### src/rtl/i2c_pkg.sv
// rtl/i2c_pkg.sv - shared I2C state encoding and SDA drive constants
package i2c_pkg;

    typedef enum logic [1:0] {
        ST_IDLE  = 2'd0,
        ST_SHIFT = 2'd1,
        ST_ACK   = 2'd2,
        ST_DONE  = 2'd3
    } state_t;

    localparam logic SDA_REL = 1'b1;
    localparam logic SDA_ACK = 1'b0;

endpackage

### src/rtl/i2c_shift_unit.sv
// rtl/i2c_shift_unit.sv - I2C byte shifter: transmit/receive one word plus the ACK slot
module i2c_shift_unit
    import i2c_pkg::*;
#(
    parameter int DATA_W    = 8,
    parameter int MSB_FIRST = 1
) (
    input  logic              clk,
    input  logic              rst,
    input  logic              go,
    input  logic              dbit,
    input  logic              mode,
    input  logic              ack_en,
    input  logic              abort,
    input  logic [DATA_W-1:0] Data,
    input  logic              iSDA,
    output logic              oSDA,
    output logic [DATA_W-1:0] rx_data,
    output logic              busy,
    output logic              done,
    output logic              ack_ok
);

    localparam int CNT_W = $clog2(DATA_W);

    state_t            state;
    state_t            state_nxt;
    logic [CNT_W-1:0]  cnt;
    logic [DATA_W-1:0] sreg;
    logic [DATA_W-1:0] sreg_shift;
    logic [DATA_W-1:0] rx_q;
    logic              mode_q;
    logic              ack_en_q;
    logic              sda_q;
    logic              ack_ok_q;
    logic              bit_in;

    // Bit that goes on the wire first from a given shift-register image.
    function automatic logic head(input logic [DATA_W-1:0] v);
        if (MSB_FIRST != 0)
            return v[DATA_W-1];
        else
            return v[0];
    endfunction

    // One register serves both directions: transmit shifts zeros in, receive shifts iSDA in.
    always_comb begin
        bit_in = mode_q ? iSDA : 1'b0;
        if (MSB_FIRST != 0)
            sreg_shift = {sreg[DATA_W-2:0], bit_in};
        else
            sreg_shift = {bit_in, sreg[DATA_W-1:1]};
    end

    always_ff @(posedge clk) begin
        if (rst)
            state <= ST_IDLE;
        else
            state <= state_nxt;
    end

    always_comb begin
        state_nxt = state;
        case (state)
            ST_IDLE:  if (go) state_nxt = ST_SHIFT;
            ST_SHIFT: if (dbit && (cnt == '0)) state_nxt = ST_ACK;
            ST_ACK:   if (dbit) state_nxt = ST_DONE;
            ST_DONE:  state_nxt = ST_IDLE;
            default:  state_nxt = ST_IDLE;
        endcase
        if (abort)
            state_nxt = ST_IDLE;
    end

    always_ff @(posedge clk) begin
        if (rst) begin
            cnt      <= '0;
            sreg     <= '0;
            rx_q     <= '0;
            mode_q   <= 1'b0;
            ack_en_q <= 1'b0;
            sda_q    <= SDA_REL;
            ack_ok_q <= 1'b0;
        end else if (abort) begin
            sda_q <= SDA_REL;
        end else begin
            case (state)
                ST_IDLE: begin
                    sda_q <= SDA_REL;
                    if (go) begin
                        sreg     <= Data;
                        mode_q   <= mode;
                        ack_en_q <= ack_en;
                        cnt      <= CNT_W'(DATA_W - 1);
                        ack_ok_q <= 1'b0;
                        sda_q    <= mode ? SDA_REL : head(Data);
                    end
                end
                ST_SHIFT: begin
                    if (dbit) begin
                        sreg <= sreg_shift;
                        if (cnt == '0) begin
                            if (mode_q) begin
                                rx_q  <= sreg_shift;
                                sda_q <= ack_en_q ? SDA_ACK : SDA_REL;
                            end else begin
                                sda_q <= SDA_REL;
                            end
                        end else begin
                            cnt   <= cnt - CNT_W'(1);
                            sda_q <= mode_q ? SDA_REL : head(sreg_shift);
                        end
                    end
                end
                ST_ACK: begin
                    if (dbit) begin
                        sda_q <= SDA_REL;
                        if (!mode_q)
                            ack_ok_q <= ~iSDA;
                    end
                end
                ST_DONE: begin
                    sda_q <= SDA_REL;
                end
                default: begin
                    sda_q <= SDA_REL;
                end
            endcase
        end
    end

    assign oSDA    = sda_q;
    assign rx_data = rx_q;
    assign ack_ok  = ack_ok_q;
    assign busy    = (state == ST_SHIFT) || (state == ST_ACK);
    assign done    = (state == ST_DONE);

endmodule

### config.mk
export PLATFORM = sky130hd
export DESIGN_NAME = i2c_shift_unit
export DESIGN_NICKNAME = d
export VERILOG_FILES = /design/src/rtl/i2c_pkg.sv /design/src/rtl/i2c_shift_unit.sv
export SDC_FILE = /design/constraint.sdc
export NUM_CORES = 1
export LEC_CHECK = 0
export ABC_AREA = 1
export CORE_MARGIN = 2
export CORE_UTILIZATION = 49
export DETAILED_ROUTE_END_ITERATION = 12
export HOLD_SLACK_MARGIN = 0.1
export PLACE_DENSITY = 0.78
export SETUP_SLACK_MARGIN = 0.3
export SLEW_MARGIN = 20
export SYNTH_ARGS = -nofsm -noshare
export SYNTH_HDL_FRONTEND = slang
export SYNTH_SLANG_ARGS = --single-unit
### constraint.sdc
create_clock -name clk -period 1.6 [get_ports clk]
set_input_delay 0.48 -clock clk [delete_from_list [all_inputs] [get_ports clk]]
set_output_delay 0.48 -clock clk [all_outputs]
set_load 0.01 [all_outputs]
# Yosys cells after proc, flatten, opt, wreduce, memory -nomap -nowiden

Index checks and enable logic that the tools add are counted.

Flip-flop bits (word level): 24
Input bits: 16
Output and inout bits: 12
Logic and storage cells: 59

$add $sub $neg: 1
Eq/ne operators: 9
Mux-type cells: 25
Bitwise logic cells: 2
Reductions and logical operators: 14

Operators by type and width:

| kind                | count |
|---|---|
| $reduce_and 5->1    | 3 |
| $mux 7              | 2 |
| $pmux 7 s2          | 1 |
| $mux 1              | 12 |
| $ne 2x2->1 const B  | 6 |
| $mux 3              | 3 |
| $pmux 2 s4          | 1 |
| $mux 2              | 3 |
| $pmux 3 s2          | 1 |
| $reduce_and 3->1    | 2 |
| $eq 2x2->1 const B  | 2 |
| $pmux 1 s4          | 1 |
| $reduce_and 4->1    | 1 |
| $reduce_bool 2->1   | 2 |
| $logic_not 3->1     | 1 |
| $sub 3x1->3 const B | 1 |
| $eq 2x1->1 const B  | 1 |
| $logic_not 2->1     | 1 |
| $not 1->1           | 2 |
| $pmux 1 s2          | 1 |
| $reduce_and 2->1    | 1 |
| $reduce_or 2->1     | 1 |
| $logic_and 1x1->1   | 1 |
| $logic_or 1x1->1    | 1 |

# Depth between registers and ports, before layout

Gate-level depths: netlist of the first run.

Depth after elaboration: 5
Mapped depth: 10
Depth with buffers taken out: 9

# Worst setup path after synthesis of the first run

OpenSTA, ideal clock, no wires.

Kind: register to register
From: register state[1]
To: register sreg[0]
Library setup time: 0.113 ns
Data arrival time: 1.260 ns
Data required time: 1.487 ns
Slack: 0.227 ns
Cell stages (with the launch flop): 10
Path buffers: 1
Clock period less this slack: 1.373 ns
Path through: dfxtp_1 > inv_1 > ha_1 > nand2_1 > nand2_2 > nor2_8 > buf_8 > nand2_1 > nand2_1 > nor2_1

Cells in the longest elaborated chain, start to end: 3
Elaborated cells on any way between the ends: 7
Classes of those cells: eq/ne: 3; mux: 1; reduce/logical: 3

RTL lines:

| element                                                                 | line                  | source |
|---|---|---|
| from (decl)                                                             | i2c_shift_unit.sv:26  | `state_t state;` |
| from (signal assigned)                                                  | i2c_shift_unit.sv:59  | `state <= state_nxt;` |
| $eq 2x1->1 / $logic_not 2->1 (equally long branches)                    | i2c_shift_unit.sv:87  | `case (state)` |
| $ne 2x2->1 (no source line) / $reduce_bool 2->1 (equally long branches) | n/a                   |  |
| $reduce_and 4->1 (no source line)                                       | n/a                   |  |
| to (signal assigned)                                                    | i2c_shift_unit.sv:91  | `sreg <= Data;` |
| to (signal assigned)                                                    | i2c_shift_unit.sv:101 | `sreg <= sreg_shift;` |
| to (decl)                                                               | i2c_shift_unit.sv:29  | `logic [DATA_W-1:0] sreg;` |

Several ways; a longest one is shown, not always the timed one.
A chain may end at the register's enable or synchronous reset.

# Worst setup path after layout of the first run

From: register state[0]
To: output port busy

Cells in the longest elaborated chain, start to end: 2
Elaborated cells on any way between the ends: 3
Classes of those cells: eq/ne: 2; reduce/logical: 1

RTL lines:

| element                                         | line                  | source |
|---|---|---|
| $eq 2x1->1 / $eq 2x2->1 (equally long branches) | i2c_shift_unit.sv:135 | `assign busy = (state == ST_SHIFT) \|\| (state == ST_ACK);` |
| $logic_or 1x1->1 (*)                            | i2c_shift_unit.sv:135 |  |
| to (decl)                                       | i2c_shift_unit.sv:19  | `output logic busy,` |

Mark *: on every way between the ends. The rest lies on a longest branch, timed or not.

==> metrics.md, run 1 <==
| Metric | Value |
|---|---|
| Final critical-path share of the clock period | `100.9%` |
| Setup_tns | `-0.01426 ns` |
| Post-synth net total | `208` |
| Proportion of layout cells with a drive suffix above 1 | `53.47%` |
| Count of cell types in the netlist | `20` |
| Arrival time of the worst setup path | `1.13 ns` |
| Synth Area in Compound Gates | `10.29%` |
| Simple-gate share of the synthesized area | `36.70%` |
| Library cell used as clock root buffer | `clkbuf_4` |
| PnR worst setup slack | `-0.01426 ns` |
| Source-to-sink clock delay at the later pin of the worst-skew pair | `0.33 ns` |
| Longest Clk Path Bufs | `2` |
| Routed wire length | `4879 um` |
| Cell Pwr Density | `732.3 nW/um^2` |
| Fin crit period | `1.614 ns` |
| Slew headroom | `78.87%` |
| Post-Synth XOR/XNOR Area | `0%` |
| Final std cell area, no fill | `2227 um^2` |
| Global-route congestion overflow total | `0` |
| Number of DRC markers in iteration 0 | `61` |
| Post-synth top area share | `37.98%` |
| Area share of fa/ha/maj cells after synthesis | `6.924%` |
| CTS H-tree lvls | `1` |
| Detailed-router iteration count before antenna repair | `4` |
| Width of the die | `54.81 um` |
| VDD IR max | `0.0006698 V` |
| Total of warnings raised by yosys | `0` |
| Number of clock buffers inserted by TritonCTS | `3` |
| Number of vias after detailed routing | `1,525` |
| Avg Synthesized Cell Area | `6.838 um^2` |
| Pre-CTS setup slack | `-0.1913 ns` |
| Standard-cell rows | `18` |
| Worst Max-Slew Pin Slew | `0.3157 ns` |
| Gp weighted congestion | `0.8903` |
| Diode count | `0` |
| Clock skew after layout | `0.003850 ns` |
| Number of antenna violations at the first check in global routing | `0` |
| Register bit count reported by yosys | `24` |
| Count of clock tree sinks | `24` |
| Post-route DRC violation count | `0` |
| Die Y-Extent | `54.81 um` |
| Area overhead of the layout relative to synthesis | `76.06%` |
| Main combinational cell family by area after synthesis | `simple AND/OR/NAND/NOR gates` |
| Via count of the first global-routing pass | `1,342` |
| Setup violation total in the final timing report | `1` |
| Residual antenna-violating net count after detailed routing | `0` |
| Static power due to leakage | `0.0009659 uW` |
| Startpoint types | `register` |
| Portion of the post-synthesis area used by sequential elements | `37.98%` |
| Net count reported at finish | `269` |
| Maximum clock frequency | `0.6195 GHz` |
| Run status | `finished, violations left` |
| Aggregate global-route resource usage | `27.43%` |
| Starting density of the core | `51.53%` |
| Maximum number of pins on one net before global-route repair | `18` |
| Via density per instance | `5.545` |
| Clock tree from TritonCTS | `done` |
| Clock input transition at the sequential cells of the worst setup and hold paths | `0.14 ns` |
| Top flip-flop cell by instance count after synthesis | `dfxtp_1` |
| Global-route wire length before repair | `5727 um` |
| Post-synthesis cell area | `1265 um^2` |
| Violated checks | `setup timing` |
| Worst-path maximum fanout | `3` |
| Cell types with the highest counts after synthesis | `45 x nand2_1, 34 x nor2_1, 24 x dfxtp_1` |
| Largest cells by area after synthesis | `dfxtp_1 38%, nand2_1 13%, nor2_1 10%, ha_1 6.9%, nand3_1 5.9%` |
| Number of maximum-capacitance constraint violations | `0` |
| Library cell with the highest instance count after synthesis | `nand2_1` |
| Final count of hold timing violations | `0` |
| Gate Count Post-Synth | `185` |
| Portion of netlist area occupied by mux cells | `0%` |
| Leading area contributor after synthesis | `dfxtp_1` |
| Post-DR wirelength/cell | `17.74 um` |
| Post-synth EDFFs | `0` |
| Async set or reset register ratio after synthesis | `0%` |
| Top-level I/O count | `28` |
| Min-Delay Path Class | `reg2reg` |
| Area of placed instances | `1724 um^2` |
| Worst EP required | `1.12 ns` |
| Number of pins exceeding their max-slew limit in the final report | `0` |
| Endpoint kind of the worst setup timing path | `output pin` |
| Area of the core | `2455 um^2` |
| Sum of net half-perimeters after detailed placement | `2361 um` |
| Type of the setup path with the least slack | `reg2out` |
| Setup repair after global routing missed its margin | `yes` |
| Die outline area | `3004 um^2` |
| IO buf count | `27` |
==> cell type report <==
class / instances / area (um^2)
tap: 30 / 37.54
timing repair buffer: 57 / 554.3
fill: 111 / 227.7
multi-input combinational: 139 / 984.7
clock buffer: 3 / 22.52
clock inverter: 1 / 30.03
sequential: 24 / 498.0
inverter: 21 / 100.1
==> metrics by stage <==
step	total power [uW]	utilization, %	std cells	hold slack, ns
after floorplan	867.2	-	185	0.4239
after global placement	970.8	70.23	256	0.4429
after detailed placement	984.0	70.23	256	0.4455
after CTS	1486	78.39	271	0.4617
after global routing	1681	90.72	275	0.5025
final	1631	90.72	275	0.4760
==> state kept, by name, summed over array words and instances, names as in the netlist <==
name and count:
rx_data 8, sreg 7, cnt 3, state 2, ack_en_q 1, ack_ok 1, mode_q 1, oSDA 1
==> cell usage in the layout (no fill, tap or decap), drive strengths merged <==
master / Yosys / routed
clkbuf: 1 / 3
bufinv: 0 / 1
buf: 2 / 42
o21ai: 13 / 13
clkinv: 0 / 1
a21oi: 13 / 13
ha: 7 / 7
inv: 21 / 19
clkdlybuf4s50: 0 / 13
nor2: 37 / 39
nand2: 49 / 49
dlygate4sd2: 0 / 2
nand3: 17 / 17
dfxtp: 24 / 24
clkinvlp: 0 / 1
nor3: 1 / 1
==> cells by family after synthesis <==
kind of cell / count (synthesis)
buf+inv: 24
compound gates: 26
simple gates: 104
fa+ha+maj: 7
flops: 24
==> critical path, cell delays in order, from the launching register on <==
cell     delay [ns]
dfxtp_2        0.38
inv_2          0.05
ha_4           0.27
buf_6          0.09
==> path summary, 6_finish.rpt <==
| check | startpoint | cells after the start | slack, ns | endpoint |
|---|---|---|---|---|
| min reg2reg | ack_en_q$_SDFFE_PP0P_ | 2 | 0.48 | ack_en_q$_SDFFE_PP0P_ |
| max | state[0]$_SDFFE_PP0P_ | 3 | -0.01 | busy |
| max reg2reg | state[1]$_SDFFE_PP0P_ | 9 | 0.01 | rx_data[2]$_SDFFE_PP0P_ |
| min | ack_en_q$_SDFFE_PP0P_ | 2 | 0.48 | ack_en_q$_SDFFE_PP0P_ |
==> timing repair <==
item,4_1_cts,5_1_grt
gates cloned,2,0
hold buffers,0,0
resized for setup,84,68
pin swaps,8,30
buffers inserted,9,4
endpoints found under the setup margin,36,34
==> report_power, final <==
group          leakage (uW)  internal, uW  switching [uW]  total (uW)
combinational      0.000736           220             280         500
clock             0.0000279           254             204         458
sequential         0.000202           633            40.7         673
==> layer usage <==
layer	global-route usage, %	routed length [um]
met3	4.645	323
met4	13.75	141
met1	33.56	2030
met2	45.83	2384
met5	0	0
(Power assumes the default switching activity.)
==> run 2: changes to the inputs <==
--- a/config.mk
+++ b/config.mk
@@ -10,7 +10,7 @@
 export CORE_UTILIZATION = 49
 export DETAILED_ROUTE_END_ITERATION = 12
 export HOLD_SLACK_MARGIN = 0.1
-export PLACE_DENSITY = 0.78
+export PLACE_DENSITY_LB_ADDON = 0.15
 export SETUP_SLACK_MARGIN = 0.3
 export SLEW_MARGIN = 20
 export SYNTH_ARGS = -nofsm -noshare
==> metrics.md, run 2 (same netlist as run 1, synthesis figures left out) <==
| Metric | Value |
|---|---|
| Run status | `finished, violations left` |
| Violated checks | `setup timing` |
| IO buf count | `27` |
| Arrival time of the worst setup path | `1.87 ns` |
| Worst Max-Slew Pin Slew | `0.2686 ns` |
| Number of vias after detailed routing | `1,545` |
| Starting density of the core | `51.53%` |
| Critical path origin | `state[1]$_SDFFE_PP0P_` |
| Number of pins exceeding their max-slew limit in the final report | `0` |
| Count of clock tree sinks | `24` |
| Detailed-router iteration count before antenna repair | `5` |
| Endpoint kind of the worst setup timing path | `register` |
| Gp weighted congestion | `0.8872` |
| Flip-flop count of the largest register after layout | `8` |
| Slowest stage cell, crit path | `dfxtp_2` |
| Fillers | `111` |
| Routed wire length | `4834 um` |
| Critical path depth in cells | `10` |
| Post-Route Utilization | `89.65%` |
| Sum of net half-perimeters after detailed placement | `2330 um` |
| Library cell used as clock root buffer | `clkbuf_4` |
| Via count of the first global-routing pass | `1,359` |
| Reg2Reg Depth | `10` |
| Fin crit period | `1.628 ns` |
| Slew headroom | `81.95%` |
| Final count of hold timing violations | `0` |
| Clock skew after layout | `0.009287 ns` |
| Ordered list of cells on the worst path | `inv_2, buf_4, buf_6, ha_4, nand2_4, nand2_8, nor2_4, nand2_1, nand2_1, nor2_1` |
| Buffering stage count on the worst path with inverters included | `3` |
| Worst EP required | `1.84 ns` |
| Global-route congestion overflow total | `0` |
| Most frequent standard cell in the layout excluding fill and tap cells | `nand2_1` |
| Number of buffers added to fix hold violations after cts | `0` |
| Standard-cell rows | `18` |
| Post-DR wirelength/cell | `17.64 um` |
| Setup slack of the worst register-to-register path | `-0.03 ns` |
| Type of the setup path with the least slack | `reg2reg` |
| Area overhead of the layout relative to synthesis | `73.99%` |
| Maximum number of pins on one net before global-route repair | `15` |
| Clock tree from TritonCTS | `done` |
| Maximum clock frequency | `0.6143 GHz` |
| # placed instances | `254` |
| Cell Pwr Density | `731.3 nW/um^2` |
| Layout Cells excl Fill | `274` |
| PnR worst setup slack | `-0.02786 ns` |
| Number of clock buffers inserted by TritonCTS | `3` |
| Net count reported at finish | `268` |
| Most used cells in the layout excluding fill and tap cells | `33 x nand2_1, 25 x nor2_1, 24 x buf_4` |
| Reg-to-reg endpoint | `sreg[0]$_SDFFE_PP0P_` |
| Top delay family on crit path | `simple AND/OR/NAND/NOR gates` |
| Endpoint of the most critical setup path | `sreg[0]$_SDFFE_PP0P_` |
| Longest Clk Path Bufs | `2` |
| Aggregate global-route resource usage | `27.55%` |
| Final critical-path share of the clock period | `101.7%` |
| Global-route wire length before repair | `5913 um` |
| CTS H-tree lvls | `1` |
| Diode count | `0` |
| Most Frequent Cell on Critical Path | `nand2_1` |
| Proportion of layout cells with a drive suffix above 1 | `55.74%` |
| Source-to-sink clock delay at the later pin of the worst-skew pair | `0.33 ns` |
| Setup violation total in the final timing report | `1` |
| Residual antenna-violating net count after detailed routing | `0` |
| Startpoint of the most critical hold path | `cnt[1]$_SDFFE_PP0P_` |
| Die outline area | `3004 um^2` |
| Startpoint types | `register` |
| Width of the die | `54.81 um` |
| Min-Delay Path Class | `reg2reg` |
| Worst-path maximum fanout | `8` |
| Setup repair after global routing missed its margin | `yes` |
| Die Y-Extent | `54.81 um` |
| Via density per instance | `5.639` |
| VDD IR max | `0.0006671 V` |
| Setup_tns | `-0.02786 ns` |
| Reg-to-reg critical path startpoint | `state[1]$_SDFFE_PP0P_` |
| Slowest Stage Delay on Critical Path | `0.37 ns` |
| Static power due to leakage | `0.0009456 uW` |
| Number of antenna violations at the first check in global routing | `0` |
| Number of DRC markers in iteration 0 | `116` |
| Area of the core | `2455 um^2` |
| Clock input transition at the sequential cells of the worst setup and hold paths | `0.15 ns` |
| Top-level I/O count | `28` |
| Post-route DRC violation count | `0` |
| Number of maximum-capacitance constraint violations | `0` |
run 2: cell count changes in the layout (fill, tap and decap cells not counted), sizes merged:
cell,change
buf,-1
dlygate4sd2,+1
clkdlybuf4s50,-1
run 2: layout make-up:
cell class              count  area (um^2)  share of cell area, %
clock buffers               3        22.52                  1.023
clock inverters             1        30.03                  1.364
inverters                  21        90.09                  4.093
multi-input cells         139         1023                  46.50
flip-flops and latches     24        498.0                  22.63
well taps                  30        37.54                  1.706
repair buffers             56        499.2                  22.68
run 2: worst min path at each step:
| stage | slack (ns) | to | cells past startpoint |
|---|---|---|---|
| after global routing | 0.50 | cnt[1]$_SDFFE_PP0P_ | 2 |
| final | 0.49 | cnt[1]$_SDFFE_PP0P_ | 2 |
| after CTS | 0.48 | ack_en_q$_SDFFE_PP0P_ | 2 |
| after detailed placement | 0.46 | ack_en_q$_SDFFE_PP0P_ | 2 |
| after global placement | 0.44 | ack_en_q$_SDFFE_PP0P_ | 2 |
| after floorplan | 0.42 | ack_en_q$_SDFFE_PP0P_ | 2 |
run 2: worst register-to-register path, stage by stage, from the launching register on:
cell     delay, ns
dfxtp_2       0.37
inv_2         0.05
buf_4         0.13
buf_6         0.12
ha_4          0.18
nand2_4       0.11
nand2_8       0.09
nor2_4        0.24
nand2_1       0.12
nand2_1       0.09
nor2_1        0.05
run 2: layer usage:
layer / vias to the layer above / track usage [%] / part of all wire (%)
li1: 708 / - / -
met3: 15 / 3.005 / 8.4
met5: - / 0 / 0
met4: 0 / 12.92 / 2.5
met2: 106 / 49.01 / 50
met1: 716 / 32.51 / 40
run 2: power breakdown:
group,internal [uW],switching (uW),leakage [uW]
Sequential,633,41.8,0.000202
Combinational,205,272,0.000716
Clock,253,205,0.0000279
Total,1090,519,0.000946
run 2: through the flow:
| stage | worst slack (ns) | area, um^2 | hold WS [ns] | total power [uW] |
|---|---|---|---|---|
| floorplan | 0.2982 | 1313 | 0.4239 | 867.2 |
| global placement | -0.1363 | 1709 | 0.4443 | 965.8 |
| detailed placement | -0.1851 | 1709 | 0.4578 | 979.6 |
| CTS | 0.02799 | 1956 | 0.4752 | 1486 |
| global route | -0.05999 | 2201 | 0.4962 | 1666 |
| finish | -0.02786 | 2201 | 0.4898 | 1610 |
run 2: repair_timing:
action	CTS	global route
buffers inserted	10	4
resized for setup	99	49
cloned	2	0
hold endpoints to repair	0	0
pin swaps	22	25
setup endpoints to repair	36	31
==> run 3: changes to the inputs <==
--- a/config.mk
+++ b/config.mk
@@ -6,6 +6,7 @@
 export NUM_CORES = 1
 export LEC_CHECK = 0
 export ABC_AREA = 1
+export CAP_MARGIN = 20
 export CORE_MARGIN = 2
 export CORE_UTILIZATION = 49
 export DETAILED_ROUTE_END_ITERATION = 12
==> results of run 3 <==
Same layout as run 2: the final DEF is identical, and so are final timing and power.
